File: src/rtl/mul_pkg.sv
// Shared types and constants for the iterative shift-and-add multiplier.
package mul_pkg;

  localparam int unsigned MUL_WIDTH = 8;
  localparam int unsigned MUL_CNT_W = 3;
  localparam int unsigned MUL_STEPS = 8;

  typedef enum logic [1:0] {
    IDLE,
    CALC,
    DONE
  } mul_state_t;

endpackage

File: src/rtl/cla_8bit.sv
// 8-bit carry-lookahead adder. Every carry is a flat sum of products of the
// bit generate/propagate terms, so no carry ripples through earlier carries.
module cla_8bit (
  input  logic [7:0] a,
  input  logic [7:0] b,
  input  logic       cin,
  output logic [7:0] sum,
  output logic       cout
);

  logic [7:0] g;
  logic [7:0] p;
  logic [8:0] c;

  assign g = a & b;
  assign p = a ^ b;

  // Lookahead carries: c[i+1] = g[i] | p[i]g[i-1] | ... | p[i..0]cin.
  always_comb begin
    logic t_c;
    logic t_p;
    c = '0;
    c[0] = cin;
    for (int i = 0; i < 8; i++) begin
      t_c = 1'b0;
      t_p = 1'b1;
      for (int j = i; j >= 0; j--) begin
        t_c = t_c | (t_p & g[j]);
        t_p = t_p & p[j];
      end
      c[i+1] = t_c | (t_p & cin);
    end
  end

  assign sum  = p ^ c[7:0];
  assign cout = c[8];

endmodule

File: src/rtl/shift_add_mul8.sv
// Iterative 8x8 unsigned shift-and-add multiplier, one step per clock.
// Optional feature macro: MUL_ZERO_BYPASS_EN (zero operand skips CALC).
module shift_add_mul8
  import mul_pkg::*;
#(
  parameter int unsigned WIDTH = MUL_WIDTH,
  parameter int unsigned CNT_W = MUL_CNT_W
) (
  input  logic               clk,
  input  logic               rst_n,
  input  logic               in_valid,
  output logic               in_ready,
  input  logic [WIDTH-1:0]   a,
  input  logic [WIDTH-1:0]   b,
  output logic               out_valid,
  input  logic               out_ready,
  output logic [2*WIDTH-1:0] product,
  output logic               busy
);

  localparam logic [CNT_W-1:0] LastCnt = CNT_W'(MUL_STEPS - 1);

  mul_state_t         state_q, state_d;
  logic [WIDTH-1:0]   m_q, m_d;
  logic [2*WIDTH-1:0] acc_q, acc_d;
  logic [CNT_W-1:0]   cnt_q, cnt_d;
  logic [CNT_W-1:0]   cnt_inc;
  logic [WIDTH-1:0]   add_b;
  logic [WIDTH-1:0]   add_sum;
  logic               add_co;

  // Multiplier bit 0 gates the multiplicand, so the adder passes acc high half through otherwise.
  assign add_b   = acc_q[0] ? m_q : '0;
  assign cnt_inc = cnt_q + CNT_W'(1);

  cla_8bit u_cla (
    .a    (acc_q[2*WIDTH-1:WIDTH]),
    .b    (add_b),
    .cin  (1'b0),
    .sum  (add_sum),
    .cout (add_co)
  );

  // Next-state and datapath update.
  always_comb begin
    state_d = state_q;
    m_d     = m_q;
    acc_d   = acc_q;
    cnt_d   = cnt_q;
    unique case (state_q)
      IDLE: begin
        if (in_valid) begin
          m_d     = a;
          acc_d   = {{WIDTH{1'b0}}, b};
          cnt_d   = '0;
          state_d = CALC;
`ifdef MUL_ZERO_BYPASS_EN
          if ((a == '0) || (b == '0)) begin
            acc_d   = '0;
            state_d = DONE;
          end
`endif
        end
      end
      CALC: begin
        // Adder carry lands in acc[15] after the right shift.
        acc_d = {add_co, add_sum, acc_q[WIDTH-1:1]};
        cnt_d = cnt_inc;
        if (cnt_q == LastCnt) state_d = DONE;
      end
      DONE: begin
        if (out_ready) state_d = IDLE;
      end
      default: state_d = IDLE;
    endcase
  end

  // State registers with asynchronous clear.
  always_ff @(posedge clk or negedge rst_n) begin
    if (!rst_n) begin
      state_q <= IDLE;
      m_q     <= '0;
      acc_q   <= '0;
      cnt_q   <= '0;
    end else begin
      state_q <= state_d;
      m_q     <= m_d;
      acc_q   <= acc_d;
      cnt_q   <= cnt_d;
    end
  end

  assign in_ready  = (state_q == IDLE);
  assign out_valid = (state_q == DONE);
  assign busy      = (state_q != IDLE);
  assign product   = acc_q;

endmodule
File: config.mk
export PLATFORM = sky130hd
export DESIGN_NAME = shift_add_mul8
export DESIGN_NICKNAME = d
export VERILOG_FILES = /design/src/rtl/mul_pkg.sv /design/src/rtl/cla_8bit.sv /design/src/rtl/shift_add_mul8.sv
export SDC_FILE = /design/constraint.sdc
export NUM_CORES = 1
export LEC_CHECK = 0
export ABC_AREA = 1
export CAP_MARGIN = 30
export CORE_MARGIN = 2
export CORE_UTILIZATION = 50
export CTS_CLUSTER_SIZE = 28
export DETAILED_ROUTE_END_ITERATION = 16
export DONT_BUFFER_PORTS = 1
export MAX_ROUTING_LAYER = met4
export PLACE_DENSITY_LB_ADDON = 0.08
export SETUP_SLACK_MARGIN = 0.15
export SLEW_MARGIN = 15
export SYNTH_ARGS = -nofsm -noshare
export SYNTH_HDL_FRONTEND = slang
export SYNTH_SLANG_ARGS = --single-unit
File: constraint.sdc
create_clock -name clk -period 2.2 [get_ports clk]
set_clock_uncertainty 0.15 [all_clocks]
set_input_delay 0.33 -clock clk [delete_from_list [all_inputs] [get_ports clk]]
set_output_delay 0.33 -clock clk [all_outputs]
set_load 0.05 [all_outputs]
* Word-level counts from Yosys, hierarchy flattened
Index checks and enable logic that the tools add are counted.
Storage, ports and cells: register bits 29, bits of input ports 20, output and inout port bits 19, logic and storage cells 106
Operators by class: add/sub/neg operators 1, equality and inequality tests 6, multiplexer cells 9, bitwise logic cells 80, reductions and logical operators 6
Operator list (count):
- 1-bit AND | 49
- 16-bit one-hot mux with 2 select lines | 1
- 1-bit OR | 28
- 16-bit 2-to-1 mux | 1
- 8-bit XOR | 2
- 8-bit AND | 1
- 8-bit 2-to-1 mux | 1
- 2-bit 2-to-1 mux | 3
- 2-bit one-hot mux with 3 select lines | 1
- 3-bit one-hot mux with 2 select lines | 1
- 2-bit != test (second input constant) | 2
- 2-bit AND reduction | 2
- 2-bit nonzero test | 2
- 3-bit by 1-bit adder with 3-bit output (second input constant) | 1
- 3-bit equality test (second input constant) | 1
- 3-bit 2-to-1 mux | 1
- 3-bit AND reduction | 1
- 2-bit by 1-bit equality test with 1-bit output (second input constant) | 1
- 2-bit equality test (second input constant) | 1
- 2-bit zero test | 1
- 2-bit by 1-bit != test with 1-bit output (second input constant) | 1

* Longest topological paths before layout
depth in word-level cells 11, mapped depth 13, gate-level depth less buffers 12

* Hierarchy
Synthesis repeated with hierarchy kept, for this count alone.
Second synthesis, totals: cells, all modules 245, area total of the unflattened synthesis 1789.2 µm²
By module, submodules not included:
- shift_add_mul8 | instances 1, cells each 173, area an instance 1365.1 µm², sequential area each 725.7 µm²
- cla_8bit | instances 1, cells each 72, area an instance 424.2 µm², sequential area each 0.0 µm²

* Worst setup path after synthesis
No wires, ideal clock.
path type register to register, from register acc_q[0] (netlist: product[0]), to register acc_q[9] (netlist: product[9]), library setup time 0.126 ns, arrival time 1.860 ns, required time 1.924 ns, path slack 0.065 ns, cell stages (with the launch flop) 9, buffers on the path 1, clock period less this slack 2.135 ns, path through dfrtp_1 -> clkbuf_1 -> nand2_1 -> inv_1 -> ha_1 -> inv_1 -> fa_1 -> o21ai_0 -> o21ai_2
Between the ends: cells in the longest elaborated chain, start to end 6, elaborated cells on any way between the ends 7, those cells by class 2 x mux; 5 x bitwise
Ends and longest elaborated chain:
- start, declared | line shift_add_mul8.sv:25 | logic [2*WIDTH-1:0] acc_q, acc_d;
- start signal, assigned | line shift_add_mul8.sv:83 | acc_q <= '0;
- start signal, assigned | line shift_add_mul8.sv:88 | acc_q <= acc_d;
- 8-bit 2-to-1 mux (*) | line shift_add_mul8.sv:33 | assign add_b = acc_q[0] ? m_q : '0;
- 8-bit XOR / 8-bit AND (equally long branches) | line cla_8bit.sv:16, cla_8bit.sv:15
- 1-bit AND | line cla_8bit.sv:28 | t_c = t_c | (t_p & g[j]);
- 1-bit OR | line cla_8bit.sv:28
- 8-bit XOR (*) | line cla_8bit.sv:35 | assign sum = p ^ c[7:0];
- 16-bit one-hot mux with 2 select lines (*) | line shift_add_mul8.sv:50 | unique case (state_q)
Every way passes the cells marked *; elsewhere a longest branch is shown, timed or not. A chain may end at the register's enable or synchronous reset.

* Worst setup path in the final report
from register acc_q[0] (netlist: product[0]), to register acc_q[14] (netlist: product[14])
Between the ends: cells in the longest elaborated chain, start to end 11, elaborated cells on any way between the ends 22, those cells by class 2 x mux; 20 x bitwise
Ends and longest elaborated chain (line):
- 8-bit 2-to-1 mux (*) | shift_add_mul8.sv:33
- 8-bit XOR / 8-bit AND (equally long branches) | cla_8bit.sv:16, cla_8bit.sv:15
- 1-bit AND, on equally long branches | cla_8bit.sv:28, cla_8bit.sv:29
- 1-bit OR (tied with other cells) (4 in series) | cla_8bit.sv:28
- 1-bit OR / 1-bit AND (equally long branches) | cla_8bit.sv:28
- 1-bit OR | cla_8bit.sv:28
- 8-bit XOR (*) | cla_8bit.sv:35
- 16-bit one-hot mux with 2 select lines (*) | shift_add_mul8.sv:50
Marked as above.

==> summary.md <==
• finished clean — outcome
• 4.90 — via density per instance
• 13.4% — synthesized-area fraction occupied by ao, oa, aoi and oai cells
• 5.58 mm — global-route wire length before repair
• simple AND/OR/NAND/NOR gates — combinational family with the most area after synthesis
• no — RSZ-0062 raised after global routing
• 1780 nW/um^2 — total power per unit cell area
• 0.10 ns — clock-pin slew of the registers on the worst-case setup and hold paths
• 0.33 ns — Clk Latency, worst-skew pair
• 231 — Post-Syn Nets
• 0 — hold violation total from the final report
• 39 — I/O pin total
• 2.49 mm — sum of net half-perimeters after detailed placement
• 2 — deepest clock path buffer count
• 9 — maximum fanout along the worst path
• 0 — Post-synth EDFFs
• 12.6 um — per-cell routed wire length
• 1312 — DR vias
• 3.37 mm — wire length after detailed routing
• 8.71% — Synth Area in Adders
• sky130_fd_sc_hd__dfrtp_1 — cell taking the most area after synthesis
• 0% — mux contribution to synthesized area
• 0.822 — Final GP Congestion
• 268 — final cell count without fillers
• 0 — ANT cells
• 1278 — via count of the first global-routing pass
• 1670 um^2 — summed instance area of the synthesized netlist
• 43.5% — area fraction of the dominant cell type after synthesis
• flop to flop — Setup CP Type
• 1770 um^2 — area of placed instances
• 61.7 um — die extent in x
• 0 — IO Port Bufs
• 306 — fill count
• 0 — Antenna Violating Nets Remaining
• 63.8% — post-layout utilization of the core
• 0 — antenna violations before repair
• 1.05 nW — leakage power of the design
• 45 — 1st-iter DRT viols
• input pin to flop — Hold WC Path Type
• 0 — number of warning messages in the yosys log
• 551 MHz — maximum frequency from static timing analysis
• 0 — # Max-Cap Violations
• 3810 um^2 — Die Outline Area
• sky130_fd_sc_hd__clkbuf_4 — root buffer selected by CTS
• 24.2% — area fraction in and, or, nand and nor cells after synthesis
• 0 ns — setup TNS
• 254 — Total Nets Final
• 249 — number of instances in the placed design
• 0% — area share of xor/xnor cells in the synthesized design
• 21.1% — GRT Resource Usage Total
• flop — crit end category
• 29 — Distinct cells, synth
• 0 — overflow left after global routing
• 0.00353 W — Final Total Pwr
• 53.7% — starting utilization of the core area
• 20 — row count
• 5 — Num CTS Buffers
• 1.81 ns — Final Critical Period
• 0.521 ns — measured slew at the worst slew-check pin
• built — clock tree from TritonCTS
• sky130_fd_sc_hd__dfrtp_1 44%, sky130_fd_sc_hd__nand2_1 15%, sky130_fd_sc_hd__ha_1 7.5% — top cells by area in the synthesized netlist
• 200 — number of instances in the synthesized netlist
• 29 — number of sinks on the clock net
• 4 — detailed-routing iteration count for the pre-antenna-repair pass
• 43.5% — sequential fraction of the synthesis area
• 65.3% — relative max-transition margin
• 2.28 ns — critical path required time
• flop — type of element launching the critical path
• 18.8% — layout-stage area growth over the synthesis result
• 1980 um^2 — design area
• 8.33 um^2 — Mean Syn Cell Area
• 0 — count of endpoints failing setup in the final report
• 30 — pin count of the biggest net entering global routing
• 16.5% — fraction of layout cells with a size suffix above 1
• 1.90 ns — signal arrival time at the worst endpoint
• 82.5% — final worst path period share
• 2 — number of H-tree branching levels
• 61.7 um — height of the chip
• 0 — residual DRC count
• 0 — final count of pins violating max slew
• 0.000970 V — peak supply drop
• sky130_fd_sc_hd__dfrtp_1 — most used flip-flop cell after synthesis
• 3100 um^2 — Floorplan Core Area
• 100% — share of flip-flops with an asynchronous set or reset after synthesis
• 29 — post-synthesis register bit count
final timing paths:
check	cells past startpoint	slack [ns]	from	endpoint
min in group asynchronous	2	0.29	rst_n	product[6]
worst min-delay path	2	0.01	b[1]	product[1]
worst max register to register	12	0.39	product[0]	product[14]
worst min register to register	2	0.35	m_q[6]	m_q[6]
max in group asynchronous	2	1.43	rst_n	product[0]
worst max-delay path	12	0.39	product[0]	product[14]
per-layer routing:
layer,track usage [%],routed length [um]
met5,-,0
met4,10.0,47
met3,3.93,133
met2,34.7,1640
met1,24.8,1550
Yosys cell counts (2+ instances only):
master and n:
sky130_fd_sc_hd__nor2_1 10, sky130_fd_sc_hd__o21ai_1 3, sky130_fd_sc_hd__ha_1 10, sky130_fd_sc_hd__nor3_1 6
sky130_fd_sc_hd__a22o_1 2, sky130_fd_sc_hd__a221oi_2 4, sky130_fd_sc_hd__inv_4 2, sky130_fd_sc_hd__o21ai_0 7
sky130_fd_sc_hd__nand3_1 7, sky130_fd_sc_hd__nand2_1 68, sky130_fd_sc_hd__o21ai_2 2, sky130_fd_sc_hd__buf_6 2
sky130_fd_sc_hd__dfrtp_1 29, sky130_fd_sc_hd__nor2_4 2, sky130_fd_sc_hd__buf_4 2, sky130_fd_sc_hd__inv_1 27
sky130_fd_sc_hd__a21oi_1 5
registers in the layout, summed over array words and instances (netlist names):
signal	flops
m_q	8
cnt_q	3
product	16
state_q	2
power breakdown:
group          internal (W)  switching [W]  leakage (nW)
combinational      0.000655        0.00117         0.656
clock              0.000270       0.000198        0.0445
sequential         0.000789       0.000444         0.351
cells in the final DEF (no fill, tap or decap), types with 2 or more instances in the layout:
master / Yosys / final
sky130_fd_sc_hd__nand2_1: 68 / 68
sky130_fd_sc_hd__dfrtp_1: 29 / 28
sky130_fd_sc_hd__inv_1: 27 / 27
sky130_fd_sc_hd__nor2_1: 10 / 10
sky130_fd_sc_hd__ha_1: 10 / 10
sky130_fd_sc_hd__dlygate4sd3_1: 0 / 10
sky130_fd_sc_hd__buf_4: 2 / 10
sky130_fd_sc_hd__nand3_1: 7 / 7
sky130_fd_sc_hd__o21ai_0: 7 / 7
sky130_fd_sc_hd__nor3_1: 6 / 6
sky130_fd_sc_hd__a21oi_1: 5 / 5
sky130_fd_sc_hd__clkbuf_4: 0 / 5
sky130_fd_sc_hd__a221oi_2: 4 / 4
sky130_fd_sc_hd__o21ai_1: 3 / 3
sky130_fd_sc_hd__nor2_4: 2 / 2
sky130_fd_sc_hd__inv_4: 2 / 2
sky130_fd_sc_hd__o21ai_2: 2 / 2
sky130_fd_sc_hd__a22o_1: 2 / 2
sky130_fd_sc_hd__buf_12: 0 / 2
what timing repair did:
item	4_1_cts	5_1_grt
endpoints found under the setup margin	0	0
hold endpoints to repair	38	0
hold buffers	11	0
resized for setup	0	0
buffers inserted	0	0
per-stage QoR:
step	hold WS, ns	worst slack (ns)
2_1_floorplan	-0.116	0.187
3_3_place_gp	-0.115	0.448
3_5_place_dp	-0.115	0.400
4_1_cts	0.00749	0.379
5_1_grt	0.0250	0.196
6_report	0.0149	0.385
layout make-up:
| type | instances | area [um^2] | area share, % |
|---|---|---|---|
| clock inverters | 2 | 37.5 | 1.90 |
| flip-flops and latches | 29 | 727 | 36.7 |
| inverters | 30 | 123 | 6.19 |
| multi-input cells | 135 | 772 | 39.0 |
| repair buffers | 22 | 215 | 10.9 |
| clock buffers | 6 | 51.3 | 2.59 |
| well taps | 44 | 55.1 | 2.78 |
cell families after synthesis:
kind of cell,after synthesis
buf+inv,36
compound gates,28
fa+ha+maj,11
simple gates,96
flops,29
worst max-delay path, stage by stage (launching register included):
cell and delay [ns]:
sky130_fd_sc_hd__dfrtp_2 0.47, sky130_fd_sc_hd__nand2_1 0.13, sky130_fd_sc_hd__inv_1 0.06, sky130_fd_sc_hd__ha_1 0.29, sky130_fd_sc_hd__nand2_1 0.05, sky130_fd_sc_hd__nand2_1 0.10
sky130_fd_sc_hd__nand3_1 0.08, sky130_fd_sc_hd__nand2_1 0.08, sky130_fd_sc_hd__nand2_1 0.08, sky130_fd_sc_hd__nand2_1 0.07, sky130_fd_sc_hd__nand2_1 0.05, sky130_fd_sc_hd__nand3_1 0.06
sky130_fd_sc_hd__nand2_1 0.05
No activity file was read; power rests on OpenSTA's default activity.
